[src/rtl/fb_access_arbiter_if.sv]
// rtl/fb_access_arbiter_if.sv - video/CPU/fill/RAM signal bundle for fb_access_arbiter
interface fb_access_arbiter_if #(
  parameter int ADDR_W = 15,
  parameter int DATA_W = 8
);
  logic              VID_REQ;
  logic [ADDR_W-1:0] VID_ADDR;
  logic [DATA_W-1:0] VID_DATA;
  logic              VID_VALID;
  logic              VID_MISS;
  logic              CPU_WR;
  logic [ADDR_W-1:0] CPU_ADDR;
  logic [DATA_W-1:0] CPU_DATA;
  logic              CPU_FULL;
  logic              CPU_ERR;
  logic              FILL_START;
  logic [DATA_W-1:0] FILL_COLOR;
  logic              FILL_BUSY;
  logic              FILL_DONE;
  logic [ADDR_W-1:0] RAM_ADDR;
  logic              RAM_WE;
  logic [DATA_W-1:0] RAM_WDATA;
  logic [DATA_W-1:0] RAM_RDATA;

  modport slave (
    input  VID_REQ, VID_ADDR, CPU_WR, CPU_ADDR, CPU_DATA, FILL_START, FILL_COLOR, RAM_RDATA,
    output VID_DATA, VID_VALID, VID_MISS, CPU_FULL, CPU_ERR, FILL_BUSY, FILL_DONE,
           RAM_ADDR, RAM_WE, RAM_WDATA
  );

  modport master (
    output VID_REQ, VID_ADDR, CPU_WR, CPU_ADDR, CPU_DATA, FILL_START, FILL_COLOR, RAM_RDATA,
    input  VID_DATA, VID_VALID, VID_MISS, CPU_FULL, CPU_ERR, FILL_BUSY, FILL_DONE,
           RAM_ADDR, RAM_WE, RAM_WDATA
  );
endinterface

[src/rtl/fb_access_arbiter.sv]
// rtl/fb_access_arbiter.sv - fixed-priority framebuffer RAM arbiter (video > CPU queue > fill)
// Optional starvation guard for queued CPU writes: FB_ARB_STARVE_GUARD_EN.
module fb_access_arbiter #(
  parameter int ADDR_W     = 15,
  parameter int DATA_W     = 8,
  parameter int FB_DEPTH   = 19200,
  parameter int BASE_ADDR  = 4096,
  parameter int FIFO_DEPTH = 4,
  parameter int STARVE_MAX = 64
) (
  input logic CLK_SYS,
  input logic RESET,
  fb_access_arbiter_if.slave bus
);

  localparam int PTR_W = (FIFO_DEPTH > 1) ? $clog2(FIFO_DEPTH) : 1;
  localparam int CNT_W = PTR_W + 1;
  localparam logic [ADDR_W-1:0] BASE    = ADDR_W'(BASE_ADDR);
  localparam logic [ADDR_W-1:0] FB_SIZE = ADDR_W'(FB_DEPTH);
  localparam logic [ADDR_W-1:0] FB_LAST = ADDR_W'(FB_DEPTH - 1);

  typedef enum logic {IDLE, RUN} fill_state_t;

  logic [ADDR_W-1:0] q_addr [FIFO_DEPTH];
  logic [DATA_W-1:0] q_data [FIFO_DEPTH];
  logic [PTR_W-1:0]  rd_ptr, wr_ptr;
  logic [CNT_W-1:0]  count;
  logic              q_empty, q_full;

  fill_state_t       state, state_n;
  logic [ADDR_W-1:0] fill_ctr, fill_ctr_n;
  logic [DATA_W-1:0] color, color_n;
  logic              done_n, done_q;

  logic [ADDR_W-1:0] addr_q, ram_addr_c, offset;
  logic [DATA_W-1:0] ram_wdata_c;
  logic              ram_we_c, vid_gnt, pop, fill_gnt, force_cpu;
  logic              in_range, push, drop, err_q, vid_valid_q;

  assign q_empty = (count == '0);
  assign q_full  = (count == CNT_W'(FIFO_DEPTH));

`ifdef FB_ARB_STARVE_GUARD_EN
  localparam int WAIT_W = $clog2(STARVE_MAX + 1);
  logic [WAIT_W-1:0] wait_ctr;

  assign force_cpu = !q_empty && (wait_ctr >= WAIT_W'(STARVE_MAX));

  always_ff @(posedge CLK_SYS) begin
    if (RESET)
      wait_ctr <= '0;
    else if (pop)
      wait_ctr <= '0;
    else if (!q_empty && (wait_ctr < WAIT_W'(STARVE_MAX)))
      wait_ctr <= wait_ctr + WAIT_W'(1);
  end
`else
  // Strict priority: video is never pre-empted (expression is constant 0).
  assign force_cpu = (STARVE_MAX < 0);
`endif

  // One requester per cycle; RESET blocks every grant so nothing reaches the RAM mid-reset.
  always_comb begin
    vid_gnt     = 1'b0;
    pop         = 1'b0;
    fill_gnt    = 1'b0;
    ram_addr_c  = addr_q;
    ram_we_c    = 1'b0;
    ram_wdata_c = '0;
    if (!RESET) begin
      if (bus.VID_REQ && !force_cpu) begin
        vid_gnt    = 1'b1;
        ram_addr_c = bus.VID_ADDR;
      end else if (!q_empty) begin
        pop         = 1'b1;
        ram_we_c    = 1'b1;
        ram_addr_c  = q_addr[rd_ptr];
        ram_wdata_c = q_data[rd_ptr];
      end else if (state == RUN) begin
        fill_gnt    = 1'b1;
        ram_we_c    = 1'b1;
        ram_addr_c  = fill_ctr;
        ram_wdata_c = color;
      end
    end
  end

  assign offset   = bus.CPU_ADDR - BASE;
  assign in_range = (bus.CPU_ADDR >= BASE) && (offset < FB_SIZE);
  assign push     = bus.CPU_WR && in_range && (!q_full || pop);
  assign drop     = bus.CPU_WR && !push;

  always_ff @(posedge CLK_SYS) begin
    if (push) begin
      q_addr[wr_ptr] <= offset;
      q_data[wr_ptr] <= bus.CPU_DATA;
    end
  end

  always_comb begin
    state_n    = state;
    fill_ctr_n = fill_ctr;
    color_n    = color;
    done_n     = 1'b0;
    case (state)
      IDLE: begin
        if (bus.FILL_START) begin
          state_n    = RUN;
          fill_ctr_n = '0;
          color_n    = bus.FILL_COLOR;
        end
      end
      RUN: begin
        if (fill_gnt) begin
          if (fill_ctr == FB_LAST) begin
            state_n = IDLE;
            done_n  = 1'b1;
          end else begin
            fill_ctr_n = fill_ctr + ADDR_W'(1);
          end
        end
      end
      default: state_n = IDLE;
    endcase
  end

  always_ff @(posedge CLK_SYS) begin
    if (RESET) begin
      rd_ptr      <= '0;
      wr_ptr      <= '0;
      count       <= '0;
      err_q       <= 1'b0;
      addr_q      <= '0;
      vid_valid_q <= 1'b0;
      state       <= IDLE;
      fill_ctr    <= '0;
      color       <= '0;
      done_q      <= 1'b0;
    end else begin
      if (push) wr_ptr <= wr_ptr + PTR_W'(1);
      if (pop)  rd_ptr <= rd_ptr + PTR_W'(1);
      count       <= count + CNT_W'(push) - CNT_W'(pop);
      err_q       <= err_q | drop;
      addr_q      <= ram_addr_c;
      vid_valid_q <= vid_gnt;
      state       <= state_n;
      fill_ctr    <= fill_ctr_n;
      color       <= color_n;
      done_q      <= done_n;
    end
  end

  assign bus.RAM_ADDR  = ram_addr_c;
  assign bus.RAM_WE    = ram_we_c;
  assign bus.RAM_WDATA = ram_wdata_c;
  assign bus.VID_VALID = vid_valid_q;
  assign bus.VID_DATA  = vid_valid_q ? bus.RAM_RDATA : '0;
  assign bus.VID_MISS  = !RESET && force_cpu && bus.VID_REQ;
  assign bus.CPU_FULL  = q_full;
  assign bus.CPU_ERR   = err_q;
  assign bus.FILL_BUSY = (state == RUN);
  assign bus.FILL_DONE = done_q;

endmodule

[src/flat_wrapper.sv]
// flat-port wrapper written by rule: the top's interface ports become plain ports
module fb_access_arbiter_flat 
#(
  parameter int ADDR_W     = 15,
  parameter int DATA_W     = 8,
  parameter int FB_DEPTH   = 19200,
  parameter int BASE_ADDR  = 4096,
  parameter int FIFO_DEPTH = 4,
  parameter int STARVE_MAX = 64
)
  (CLK_SYS, RESET, bus_VID_REQ, bus_VID_ADDR, bus_CPU_WR, bus_CPU_ADDR, bus_CPU_DATA, bus_FILL_START, bus_FILL_COLOR, bus_RAM_RDATA, bus_VID_DATA, bus_VID_VALID, bus_VID_MISS, bus_CPU_FULL, bus_CPU_ERR, bus_FILL_BUSY, bus_FILL_DONE, bus_RAM_ADDR, bus_RAM_WE, bus_RAM_WDATA);
  fb_access_arbiter_if #(.ADDR_W(ADDR_W), .DATA_W(DATA_W)) bus_i ();
  input logic CLK_SYS;
  input logic RESET;
  input wire logic [$bits(bus_i.VID_REQ)-1:0] bus_VID_REQ;
  input wire logic [$bits(bus_i.VID_ADDR)-1:0] bus_VID_ADDR;
  input wire logic [$bits(bus_i.CPU_WR)-1:0] bus_CPU_WR;
  input wire logic [$bits(bus_i.CPU_ADDR)-1:0] bus_CPU_ADDR;
  input wire logic [$bits(bus_i.CPU_DATA)-1:0] bus_CPU_DATA;
  input wire logic [$bits(bus_i.FILL_START)-1:0] bus_FILL_START;
  input wire logic [$bits(bus_i.FILL_COLOR)-1:0] bus_FILL_COLOR;
  input wire logic [$bits(bus_i.RAM_RDATA)-1:0] bus_RAM_RDATA;
  output wire logic [$bits(bus_i.VID_DATA)-1:0] bus_VID_DATA;
  output wire logic [$bits(bus_i.VID_VALID)-1:0] bus_VID_VALID;
  output wire logic [$bits(bus_i.VID_MISS)-1:0] bus_VID_MISS;
  output wire logic [$bits(bus_i.CPU_FULL)-1:0] bus_CPU_FULL;
  output wire logic [$bits(bus_i.CPU_ERR)-1:0] bus_CPU_ERR;
  output wire logic [$bits(bus_i.FILL_BUSY)-1:0] bus_FILL_BUSY;
  output wire logic [$bits(bus_i.FILL_DONE)-1:0] bus_FILL_DONE;
  output wire logic [$bits(bus_i.RAM_ADDR)-1:0] bus_RAM_ADDR;
  output wire logic [$bits(bus_i.RAM_WE)-1:0] bus_RAM_WE;
  output wire logic [$bits(bus_i.RAM_WDATA)-1:0] bus_RAM_WDATA;
  assign bus_i.VID_REQ = bus_VID_REQ;
  assign bus_i.VID_ADDR = bus_VID_ADDR;
  assign bus_i.CPU_WR = bus_CPU_WR;
  assign bus_i.CPU_ADDR = bus_CPU_ADDR;
  assign bus_i.CPU_DATA = bus_CPU_DATA;
  assign bus_i.FILL_START = bus_FILL_START;
  assign bus_i.FILL_COLOR = bus_FILL_COLOR;
  assign bus_i.RAM_RDATA = bus_RAM_RDATA;
  assign bus_VID_DATA = bus_i.VID_DATA;
  assign bus_VID_VALID = bus_i.VID_VALID;
  assign bus_VID_MISS = bus_i.VID_MISS;
  assign bus_CPU_FULL = bus_i.CPU_FULL;
  assign bus_CPU_ERR = bus_i.CPU_ERR;
  assign bus_FILL_BUSY = bus_i.FILL_BUSY;
  assign bus_FILL_DONE = bus_i.FILL_DONE;
  assign bus_RAM_ADDR = bus_i.RAM_ADDR;
  assign bus_RAM_WE = bus_i.RAM_WE;
  assign bus_RAM_WDATA = bus_i.RAM_WDATA;
  fb_access_arbiter #(.ADDR_W(ADDR_W), .DATA_W(DATA_W), .FB_DEPTH(FB_DEPTH), .BASE_ADDR(BASE_ADDR), .FIFO_DEPTH(FIFO_DEPTH), .STARVE_MAX(STARVE_MAX)) u_core (.CLK_SYS(CLK_SYS), .RESET(RESET), .bus(bus_i));
endmodule
[config.mk]
export PLATFORM = sky130hd
export DESIGN_NAME = fb_access_arbiter_flat
export DESIGN_NICKNAME = d
export VERILOG_FILES = /design/src/rtl/fb_access_arbiter_if.sv /design/src/rtl/fb_access_arbiter.sv /design/src/flat_wrapper.sv
export SDC_FILE = /design/constraint.sdc
export NUM_CORES = 1
export LEC_CHECK = 0
export BUFFER_PORTS_ARGS = -buffer_cell sky130_fd_sc_hd__buf_2
export CORE_MARGIN = 2
export CORE_UTILIZATION = 30
export CTS_BUF_LIST = sky130_fd_sc_hd__clkbuf_4 sky130_fd_sc_hd__clkbuf_8
export DETAILED_ROUTE_END_ITERATION = 10
export MAX_ROUTING_LAYER = met4
export PLACE_DENSITY = 0.47
export SETUP_SLACK_MARGIN = 0.05
export SYNTH_ARGS = -nofsm -noshare
export SYNTH_HDL_FRONTEND = slang
export SYNTH_SLANG_ARGS = --single-unit
[constraint.sdc]
create_clock -name CLK_SYS -period 7.47 [get_ports CLK_SYS]
set_input_delay 0.3735 -clock CLK_SYS [delete_from_list [all_inputs] [get_ports CLK_SYS]]
set_output_delay 0.3735 -clock CLK_SYS [all_outputs]
set_load 0.005 [all_outputs]
==> results by group <==
Clocking
  • CTS buffer count: 17
  • Clk_lat worst skew: 0.45 ns
  • CTS Root Cell: clkbuf_8
  • CTS max path bufs: 2
  • Register clock-pin slew on the reported worst setup and hold paths: 0.09 ns
  • CTS Sinks: 143
  • CTS H-Tree Depth: 4
  • CTS hold repair buffers: 0
  • Post-CTS Resized: 0
  • Post-CTS Setup Inserts: 0
  • CTS tree: done

Power and ir drop
  • Switching portion of total power: 30.56%
  • Clock network power share: 30.9%
  • Internal: 1.430 mW
  • P per Cell Area: 274.2 nW/um^2
  • Comb power frac: 24.1%
  • Lkg Pwr: 2.732 nW
  • Psw: 0.6291 mW
  • Maximum vdd drop: 0.1156 mV
  • Sequential share of power: 45.0%
  • Total power: 2.059 mW

Timing
  • Post-route setup slack: 4.202 ns
  • Setup repair after global routing missed its margin: false
  • Setup tns final: 0 ns
  • Max Clock Skew: 0.008292 ns
  • Min Clock Period, post-route: 3.268 ns
  • Final Hold Viols: 0
  • Setup violators final: 0
  • Fmax: 306.0 MHz
  • Tcrit/Tclk final: 43.74%
  • Slew HR: 33.99%
  • WHS: 0.1307 ns
  • Slew Limit Fails: 0
  • Worst slew pin tran: 0.9848 ns

Finish
  • Multi-input logic area: 2376 um^2
  • Final Util: 35.94%
  • Layout cell share with drive strength beyond 1: 30.20%
  • Nets: 652
  • Final non-filler cell total: 871
  • Reg area: 3784 um^2
  • Area Overhead vs Synth: 18.20%
  • Filler cell count: 2064
  • Design area: 7508 um^2
  • # diodes: 0

Worst hold path
  • Hold Crit Start: bus_CPU_DATA[5]
  • Hold depth: 1
  • Hold/Removal Path Class: input pin to register
  • Min-Delay Endpoint: u_core.q_data[1][5]$_DFFE_PP_

Synth
  • Async SR Flop Fraction: 0%
  • Cell area after synthesis: 6352 um^2
  • Synth area leader: edfxtp_1
  • Register area share after synthesis: 59.56%
  • Most common cell in the netlist: edfxtp_1
  • Synth Warn #: 0
  • Number of synthesized register bits: 143
  • Synth Instances: 491
  • Post-synthesis net count: 560
  • Synth cell count leaders: edfxtp_1 (92), dfxtp_1 (51), nand2_1 (41), nor2b_1 (33), nor2_1 (25)
  • Avg Inst Size Synth: 12.94 um^2
  • Top FF cell, synth: edfxtp_1
  • Number of flops mapped to enable cells by yosys: 92
  • Area contributors post-synth: edfxtp_1 (43%), dfxtp_1 (16%), mux4_2 (8.2%), nor2b_1 (3.2%), mux2_2 (2.8%)
  • Unique masters post-synth: 50
  • Synth top area share: 43.49%

Setup path
  • Worst reg2reg path depth: 10
  • Critical Path Source Type: register
  • Data required time of the critical path: 7.10 ns
  • Setup CP Type: register to primary output
  • Reg-to-reg endpoint: u_core.count[2]$_SDFF_PP0_
  • Critical path capture point type: primary output
  • R2R Path Start: u_core.count[1]$_SDFF_PP0_
  • Critical path data arrival time: 2.89 ns
  • Critical-path top delay cell: nor3_1
  • Ordered list of cells on the worst path: or3_1 -> nor3_1 -> buf_4 -> a22o_1 -> buf_2
  • Largest stage delay, worst path: 0.80 ns
  • Minimum setup slack among reg-to-reg paths: 4.42 ns
  • Worst Path Max Fanout: 19

Floorplan
  • Initial Utilization: 30.41%
  • Die area: 22350 um^2
  • Die Y: 149.5 um
  • DIE WIDTH: 149.5 um
  • Core Footprint: 20890 um^2
  • Site row count: 53
  • IO Pins: 97

GRT
  • Vias in the first global route: 4408
  • Antenna violations before repair: 0
  • Total grt overflow: 0
  • Total track usage: 14.64%
  • First-pass GRT wire length: 23790 um
  • Largest net degree at the start of global routing: 63

Routing
  • Routed WL per cell: 17.31 um
  • Via/cell ratio: 4.814
  • DR vias: 4193
  • DR iter-0 viols: 200
  • Routed wire length: 15070 um
  • Drt first pass iters: 8
  • DRC violation count after routing: 0
  • Remaining antenna violation count: 0

Place
  • PortBufs: 95
  • RePlAce Congestion: 0.7929
  • Dpl cells: 839
  • Setup WS pre-CTS: 4.295 ns
  • Placed cell areas: 7099 um^2
  • DP HPWL: 10510 um

Outcome
  • Outcome: completed

Flow run
  • Max-Cap Viols: 0
-- worst max-delay path: cells and delay by family, from the launching register on --
| kind | cells | cell delay (ns) |
|---|---|---|
| compound gates | 1 | 0.17 |
| flops | 1 | 0.39 |
| buf+inv | 2 | 0.41 |
| simple gates | 2 | 1.47 |
-- layout make-up --
type / instances / share of cell area, %
sequential: 143 / 50.39
multi-input combinational: 303 / 31.64
timing repair buffer: 104 / 7.232
tap: 275 / 4.583
clock buffer: 17 / 3.116
clock inverter: 15 / 2.333
inverter: 14 / 0.6999
-- cell families after synthesis --
| group | after synthesis | synth area share, % |
|---|---|---|
| and+or+nand+nor | 167 | 14.10 |
| muxes | 47 | 12.25 |
| DFF | 143 | 59.56 |
| adders and majority gates | 10 | 2.088 |
| buffers and inverters | 45 | 3.033 |
| other | 1 | 0.05903 |
| AOI/OAI and AO/OA | 73 | 8.214 |
| xor gates and xnor gates | 5 | 0.6895 |
-- routing by layer --
metal / GRT usage (%) / vias up / routed length, um
met3: 3.354 / 20 / 578
met1: 18.48 / 2064 / 6941
met5: - / - / 0
li1: - / 2025 / -
met4: 5.048 / 0 / 244
met2: 23.23 / 84 / 7308
-- placed cells by master (no fill, tap or decap), types with 16 or more instances in the layout --
cell type / n
nand2_1: 41
nor2_1: 25
nor2b_1: 33
clkbuf_8: 17
buf_2: 95
mux4_2: 23
edfxtp_1: 92
o31ai_1: 18
dfxtp_1: 51
mux2_2: 16
a211oi_1: 16
-- worst max-delay path by stage --
stage,start,end,slack (ns),cells after the start
finish,u_core.count[1]$_SDFF_PP0_,bus_RAM_WDATA[1],4.20,5
global route,u_core.count[1]$_SDFF_PP0_,bus_RAM_WDATA[2],3.99,5
CTS,u_core.count[1]$_SDFF_PP0_,bus_RAM_WDATA[1],4.16,5
detailed placement,RESET,u_core.count[2]$_SDFF_PP0_,4.30,11
global placement,RESET,u_core.count[2]$_SDFF_PP0_,4.40,11
floorplan,u_core.count[1]$_SDFF_PP0_,u_core.count[2]$_SDFF_PP0_,4.81,11
-- registers in the layout, summed over array words and instances (netlist names), 2 cells and up, named ones only --
| signal | flops |
|---|---|
| u_core.q_addr | 60 |
| u_core.q_data | 32 |
| u_core.addr_q | 15 |
| u_core.fill_ctr | 15 |
| u_core.color | 8 |
| u_core.count | 3 |
| u_core.rd_ptr | 2 |
| u_core.wr_ptr | 2 |
-- power groups by stage --
| stage | Combinational [mW] | Clock, mW | Sequential (mW) |
|---|---|---|---|
| floorplan | 0.351 | 0 | 0.937 |
| global placement | 0.500 | 0 | 0.941 |
| detailed placement | 0.505 | 0 | 0.943 |
| CTS | 0.507 | 0.658 | 0.926 |
| global route | 0.550 | 0.687 | 0.933 |
| finish | 0.496 | 0.637 | 0.926 |
Note: power is estimated with default switching activity, not from simulation.
